## src/rtl/traffic_pkg.sv

```systemverilog
// rtl/traffic_pkg.sv - light codes, phase encoding and state-to-lights decode for the intersection
package traffic_pkg;

  typedef enum logic [1:0] {
    RED    = 2'b00,
    GREEN  = 2'b01,
    YELLOW = 2'b10
  } light_t;

  typedef enum logic [2:0] {
    MG  = 3'd0,
    MY  = 3'd1,
    AR1 = 3'd2,
    SG  = 3'd3,
    SY  = 3'd4,
    AR2 = 3'd5
  } state_t;

  typedef struct packed {
    light_t main_l;
    light_t side_l;
  } lights_t;

  // Unused encodings fall back to all-red so a corrupted state can never show two greens.
  function automatic lights_t state_lights(input state_t s);
    lights_t l;
    l.main_l = RED;
    l.side_l = RED;
    case (s)
      MG:      l.main_l = GREEN;
      MY:      l.main_l = YELLOW;
      SG:      l.side_l = GREEN;
      SY:      l.side_l = YELLOW;
      default: ;
    endcase
    return l;
  endfunction

endpackage

```

## src/rtl/traffic_phase_timer.sv

```systemverilog
// rtl/traffic_phase_timer.sv - loadable saturating dwell down-counter
module traffic_phase_timer #(
  parameter int              CNT_W   = 8,
  parameter logic [CNT_W-1:0] RST_VAL = '0
) (
  input  logic             clk,
  input  logic             rst,
  input  logic             load,
  input  logic [CNT_W-1:0] load_val,
  output logic             done
);

  logic [CNT_W-1:0] count;

  always_ff @(posedge clk) begin
    if (rst) begin
      count <= RST_VAL;
    end else if (load) begin
      count <= load_val;
    end else if (count != '0) begin
      count <= count - 1'b1;
    end
  end

  assign done = (count == '0);

endmodule

```

## src/rtl/traffic_intersection_ctrl.sv

```systemverilog
// rtl/traffic_intersection_ctrl.sv - main/side road sequencer with pedestrian walk alongside side green
module traffic_intersection_ctrl
  import traffic_pkg::*;
#(
  parameter int CNT_W    = 8,
  parameter int MAIN_MIN = 20,
  parameter int SIDE_GRN = 10,
  parameter int YEL_T    = 3,
  parameter int ALLRED_T = 1
) (
  input  logic       clk,
  input  logic       rst,
  input  logic       side_sensor,
  input  logic       ped_req,
  output logic [1:0] main_light,
  output logic [1:0] side_light,
  output logic       ped_walk,
  output logic       ped_pend
);

  localparam logic [CNT_W-1:0] MAIN_LD   = CNT_W'(MAIN_MIN - 1);
  localparam logic [CNT_W-1:0] SIDE_LD   = CNT_W'(SIDE_GRN - 1);
  localparam logic [CNT_W-1:0] YEL_LD    = CNT_W'(YEL_T - 1);
  localparam logic [CNT_W-1:0] ALLRED_LD = CNT_W'(ALLRED_T - 1);

  state_t           state_q, state_d;
  logic             tmr_load;
  logic [CNT_W-1:0] tmr_val;
  logic             tmr_done;
  logic             ped_pend_q, ped_pend_d;
  logic             walk_arm_q, walk_arm_d;
  logic             enter_sg;
  lights_t          lights;

  traffic_phase_timer #(
    .CNT_W   (CNT_W),
    .RST_VAL (ALLRED_LD)
  ) u_timer (
    .clk      (clk),
    .rst      (rst),
    .load     (tmr_load),
    .load_val (tmr_val),
    .done     (tmr_done)
  );

  always_ff @(posedge clk) begin
    if (rst) begin
      state_q    <= AR2;
      ped_pend_q <= 1'b0;
      walk_arm_q <= 1'b0;
    end else begin
      state_q    <= state_d;
      ped_pend_q <= ped_pend_d;
      walk_arm_q <= walk_arm_d;
    end
  end

  always_comb begin
    state_d  = state_q;
    tmr_load = 1'b0;
    tmr_val  = '0;
    case (state_q)
      MG: begin
        if (tmr_done && (side_sensor || ped_pend_q)) begin
          state_d  = MY;
          tmr_load = 1'b1;
          tmr_val  = YEL_LD;
        end
      end
      MY: begin
        if (tmr_done) begin
          state_d  = AR1;
          tmr_load = 1'b1;
          tmr_val  = ALLRED_LD;
        end
      end
      AR1: begin
        if (tmr_done) begin
          state_d  = SG;
          tmr_load = 1'b1;
          tmr_val  = SIDE_LD;
        end
      end
      SG: begin
        if (tmr_done) begin
          state_d  = SY;
          tmr_load = 1'b1;
          tmr_val  = YEL_LD;
        end
      end
      SY: begin
        if (tmr_done) begin
          state_d  = AR2;
          tmr_load = 1'b1;
          tmr_val  = ALLRED_LD;
        end
      end
      AR2: begin
        if (tmr_done) begin
          state_d  = MG;
          tmr_load = 1'b1;
          tmr_val  = MAIN_LD;
        end
      end
      default: begin
        state_d  = AR2;
        tmr_load = 1'b1;
        tmr_val  = ALLRED_LD;
      end
    endcase
  end

  // A request arriving on the very clock that enters SG is served by that walk, not re-latched.
  assign enter_sg = (state_q == AR1) && tmr_done;

  always_comb begin
    ped_pend_d = ped_pend_q;
    walk_arm_d = walk_arm_q;
    if (enter_sg) begin
      ped_pend_d = 1'b0;
      walk_arm_d = ped_pend_q | ped_req;
    end else if (ped_req) begin
      ped_pend_d = 1'b1;
    end
  end

  assign lights     = state_lights(state_q);
  assign main_light = lights.main_l;
  assign side_light = lights.side_l;
  assign ped_walk   = (state_q == SG) && walk_arm_q;
  assign ped_pend   = ped_pend_q;

endmodule
```

## config.mk

```make
export PLATFORM = sky130hd
export DESIGN_NAME = traffic_intersection_ctrl
export DESIGN_NICKNAME = d
export VERILOG_FILES = /design/src/rtl/traffic_pkg.sv /design/src/rtl/traffic_phase_timer.sv /design/src/rtl/traffic_intersection_ctrl.sv
export SDC_FILE = /design/constraint.sdc
export NUM_CORES = 1
export LEC_CHECK = 0
export BUFFER_PORTS_ARGS = -buffer_cell sky130_fd_sc_hd__buf_2
export CAP_MARGIN = 15
export CELL_PAD_IN_SITES_DETAIL_PLACEMENT = 0
export CELL_PAD_IN_SITES_GLOBAL_PLACEMENT = 2
export CORE_AREA = 3 3 50 61
export DETAILED_ROUTE_END_ITERATION = 8
export DIE_AREA = 0 0 53 64
export PLACE_DENSITY_LB_ADDON = 0.2
export RECOVER_POWER = 100
export SYNTH_ARGS = -nofsm -noshare
export SYNTH_HDL_FRONTEND = slang
export SYNTH_SLANG_ARGS = --single-unit
```

## constraint.sdc

```tcl
create_clock -name clk -period 1.7 [get_ports clk]
set_clock_uncertainty 0.1 [all_clocks]
set_input_delay 0.34 -clock clk [delete_from_list [all_inputs] [get_ports clk]]
set_output_delay 0.34 -clock clk [all_outputs]
set_load 0.1 [all_outputs]
```

; ---- Word-level counts from Yosys, hierarchy flattened
; Index checks and enable logic that the tools add are counted.
; W data, S select, Z words.
[word_totals]
out_inout_bits = 6
latch_bits = 0
mem_bits_ro = 0
mem_count = 0
regBits = 13
wordCells = 47
ram_bits = 0
[classes]
shifts = 0
muxes = 19
n_div = 0
n_mul = 0
n_reduce_logical = 11
bitwise_logic = 1
n_lt_le_gt_ge = 0
eq_ne = 11
n_addsub = 1
[ops]
columns = cell, n
row1 = $pmux W8 S4, 1
row2 = $mux W3, 6
row3 = $pmux W3 S6, 1
row4 = $mux W8, 2
row5 = $ne A2 B2 Y1 const B, 6
row6 = $logic_not A8 Y1, 1
row7 = $pmux W2 S2, 2
row8 = $reduce_bool A8 Y1, 1
row9 = $sub A8 B1 Y8 const B, 1
row10 = $eq A3 B2 Y1 const B, 2
row11 = $eq A3 B3 Y1 const B, 2
row12 = $reduce_and A6 Y1, 1
row13 = $mux W5, 1
row14 = $reduce_or A5 Y1, 1
row15 = $mux W2, 2
row16 = $mux W4, 1
row17 = $eq A3 B1 Y1 const B, 1
row18 = $logic_and A1 B1 Y1, 3
row19 = $logic_not A3 Y1, 1
row20 = $mux W1, 2
row21 = $pmux W1 S2, 1
row22 = $reduce_bool A2 Y1, 1
row23 = $reduce_or A2 Y1, 1
row24 = $logic_or A1 B1 Y1, 1
row25 = $or A1 B1 Y1, 1

; ---- Longest topological paths before layout
[logic_depth]
ltp_word = 5
mapped_depth = 7
ltp_nobuf = 6

; ---- Hierarchy
; A second synthesis with hierarchy kept.
[unflattened]
cells_unflattened = 93
hier_area_um2 = 809.5
[modules_own_cells]
columns = module, cells_each, instances, area_each_um2
row1 = traffic_phase_timer, 53, 1, 475.5
row2 = traffic_intersection_ctrl, 40, 1, 334.1

; ---- Least setup slack after synthesis
; Ideal clock, no wire load.
[synth_path]
kind = flip-flop to flip-flop
start = reg state_q[1]
end = reg u_timer.count[2]
setup_time_ps = 70
arrival_time_ps = 3202
path_stages_with_launch = 6
required_ps = 1530
setup_slack_ps = -1672
path_buffers = 1
path_cell_list = dfxtp_1 > clkbuf_1 > nor3_1 > a211o_1 > nand2_2 > a21oi_1
[synth_between]
elab_chain_cells = 4
word_cells_on_any_way = 11
cone_classes = 5 x eq/ne / 3 x mux / 3 x reduce/logical
[synth_lines]
columns = element, line
row1 = start: declaration, traffic_intersection_ctrl.sv:26  ; state_t state_q, state_d;
row2 = start signal: assignment, traffic_intersection_ctrl.sv:52  ; state_q <= state_d;
row3 = "$eq A3 B2 Y1, or another cell as far along", traffic_intersection_ctrl.sv:62  ; case (state_q)
row4 = $reduce_or A5 Y1 (no source line), -
row5 = $pmux W1 S2, traffic_intersection_ctrl.sv:62
row6 = $mux W8 or $reduce_bool A2 Y1 (tied branches), -
row7 = end signal: assignment, traffic_phase_timer.sv:19  ; count <= load_val;
row8 = end signal: assignment, traffic_phase_timer.sv:21  ; count <= count - 1'b1;
row9 = end: declaration, traffic_phase_timer.sv:13  ; logic [CNT_W-1:0] count;
; Several ways; a longest one is shown, not always the timed one.
; A chain may end at the register's enable or synchronous reset.

; ---- Worst setup path after layout
[layout_path]
start = reg state_q[1]
end = out main_light[0]
[layout_between]
elab_chain_cells = 2
word_cells_on_any_way = 3
cone_classes = 1 x eq/ne / 1 x mux / 1 x reduce/logical
[layout_lines]
columns = element, line
row1 = $eq A3 B1 Y1 or $logic_not A3 Y1 (tied branches), traffic_pkg.sv:29  ; case (s)
row2 = $pmux W2 S2 (*), traffic_pkg.sv:29
row3 = end: declaration, traffic_intersection_ctrl.sv:15  ; output logic [1:0] main_light,
; Every way passes the cells marked *; elsewhere a longest branch is shown, timed or not.

==> reports/results.tsv <==
metric	value	unit
htree_depth	1	
hold_violation_count_in_the_final_report	0	
timing.slew.headroom	0.641	
synth_warnings	0	
switchingPower	0.817	mW
fin_crit	1.65	ns
cell_taking_the_most_area_after_synthesis	dfxtp_1	
final_cell_area	1080	sq um
antenna_violating_nets_post_route	0	
final_core_utilization	0.428	
outcome	completed	
coreArea	2530	sq um
via_count	702	
post_route_fraction_of_the_period_consumed_by_the_critical_path	0.972	
die_width	53	microns
crit_arrival	1.21	ns
via_count_of_the_first_global_routing_pass	700	
synth_enable_flop_cells	0	
synth-seq-cells	13	
hold_depth	2	
wire_per_inst	13.2	microns
cell_internal_pwr	1.01	mW
grt_use_total	0.133	
syn-instance-count	88	
cap_violations	0	
final-instance-count-excl-fill	142	
synthTopCellsByArea	dfxtp_1, xor2_1, nor3_1	
ir_drop	0.747	mV
grt_max_degree	15	
rsz_0062_raised_after_global_routing	yes	
clock_latency	0.28	ns
totalWireLength	1.88	mm
ctsHoldBuffers	0	
place.gp.congestion	0.689	
slew_violations	0	
tritoncts	done	
grt_first_pass_wirelength	3.35	mm
grt_overflow	0	
antenna_found_initial	0	
post_route_cells_drive_above_1_share	0.404	
fill_cells	272	
synth_sequential_area_ratio	0.357	
port_buffers	9	
hold_class	input port to flop	
drcViolationCount	0	
crit_type	flop to primary output	
drt_pre_antenna_iters	4	
synth_cell_types	34	
dp_hpwl	1.39	mm
fmax	605	MHz
p_sw_frac	0.447	
synth.cells.most_frequent	dfxtp_1, nor2_1, nand2_1, nor3_1	
synth.most_common_cell	dfxtp_1	
die_area	3390	sq um
cts.reportedPaths.clkPinSlew	0.09	ns
nets	116	
async_flop_share	0	
synth_top_area_frac	0.357	
syn_nets	94	
dr.first_iter.drc_count	20	
die_height	64	microns
cp-end-kind	primary output	
critPathLaunchType	flop	
insertedDiodeCount	0	
worst_ep_required	1.26	ns
power_density	1690	nW/um^2
critical_path.max_fanout	4	
synth_area	728	sq um
vias_per_cell	4.94	
cts_bufs_inserted	3	
synth_flop_cell	dfxtp_1	
place_inst	132	
i_o_pin_count	10	
worst_r2r_path_depth	4	
tightest_slew	0.541	ns
finalSetupViolCount	0	
clock_tree.buffer_depth	2	
place_area	956	sq um
area_delta_synth_final	48.5	%
share_comb_of_total_power	0.616	
power.leakage	0.453	nW
syn_avg_cell_area	8.27	sq um
total_power	1.83	mW
clock_power_share	0.109	
initial_core_util	0.288	
cts_sinks	13	
core.rowCount	20	
clock_tree.root_cell	clkbuf_4	
seq_power_share	0.275	
==> metal layers <==
metal	wire length, microns	track usage	vias up
met5	0	0	-
met4	16	0.0479	0
met3	96	0.0326	2
met2	915	0.207	16
met1	851	0.175	329
li1	-	-	355
==> cell families after synthesis <==
| logic type | after synthesis | synth area share |
|---|---|---|
| buf+inv | 7 | 0.0361 |
| fa+ha+maj | 2 | 0.0344 |
| mux | 1 | 0.0137 |
| flops | 13 | 0.357 |
| simple gates | 42 | 0.326 |
| compound gates | 17 | 0.160 |
| xor+xnor | 6 | 0.0722 |
==> timing repair <==
item / in CTS / in global routing
gates resized for setup: 8 / 9
endpoints found under the setup margin: 8 / 12
pin swaps: 1 / 3
buffers inserted: 2 / 4
==> cell usage in the layout, fill, tap and decap left out, drive strengths merged <==
master and instances:
a31oi 1, a22oi 1, nand2 8, o311a 1, or3b 1, mux2i 1, and3 1, nor2b 3
clkbuf 6, nor3 7, and4b 1, inv 3, o2111ai 1, o211ai 2, nand3 3, and2 1
xor2 6, dfxtp 13, nand3b 1, nor3b 3, buf 19, a211o 1, nor4 1, or4 1
o21ai 2, ha 2, o31ai 1, nand2b 1, a21oi 6, nor2 10, a211oi 1
==> final timing paths <==
| check | from | end | slack (ns) |
|---|---|---|---|
| max | state_q[1] | main_light[0] | 0.05 |
| min | rst | walk_arm_q | 0.23 |
| min reg2reg | flop | state_q[1] | 0.40 |
| max reg2reg | u_timer.count[3] | u_timer.count[2] | 0.06 |
==> registers in the layout, indices dropped and copies added, names as in the netlist, named ones only <==
| name | flops |
|---|---|
| ped_pend | 1 |
| state_q | 2 |
| u_timer.count | 8 |
| walk_arm_q | 1 |
==> stage by stage <==
step                setup slack, ns  TNS (ns)  hold WS (ns)
finish                       0.0480         0         0.227
global route                -0.0156   -0.0441         0.227
CTS                          0.0110         0         0.217
detailed placement         -0.00355  -0.00689         0.403
global placement            0.00953         0         0.405
floorplan                    -0.208     -1.16         0.313
==> power by group through the flow <==
stage,clock network (mW),registers (mW),logic [mW]
4_1_cts,0.203,0.506,1.06
3_5_place_dp,0,0.507,1.01
3_3_place_gp,0,0.505,1.03
2_1_floorplan,0,0.478,0.786
5_1_grt,0.222,0.520,1.25
6_report,0.199,0.502,1.13
==> area by class of cell <==
cell class                 count  area (sq um)  area share
timing repair buffer          21           221       0.205
tap                           33          41.3      0.0382
clock buffer                   4          26.3      0.0243
multi-input combinational     68           509       0.471
inverter                       3          11.3      0.0104
sequential                    13           272       0.251
==> worst max-delay path: stages, from the launching register on <==
cell     delay, ns
dfxtp_4       0.37
buf_6         0.12
nor3_4        0.23
buf_12        0.21
Power figures use the tool's default switching activity.
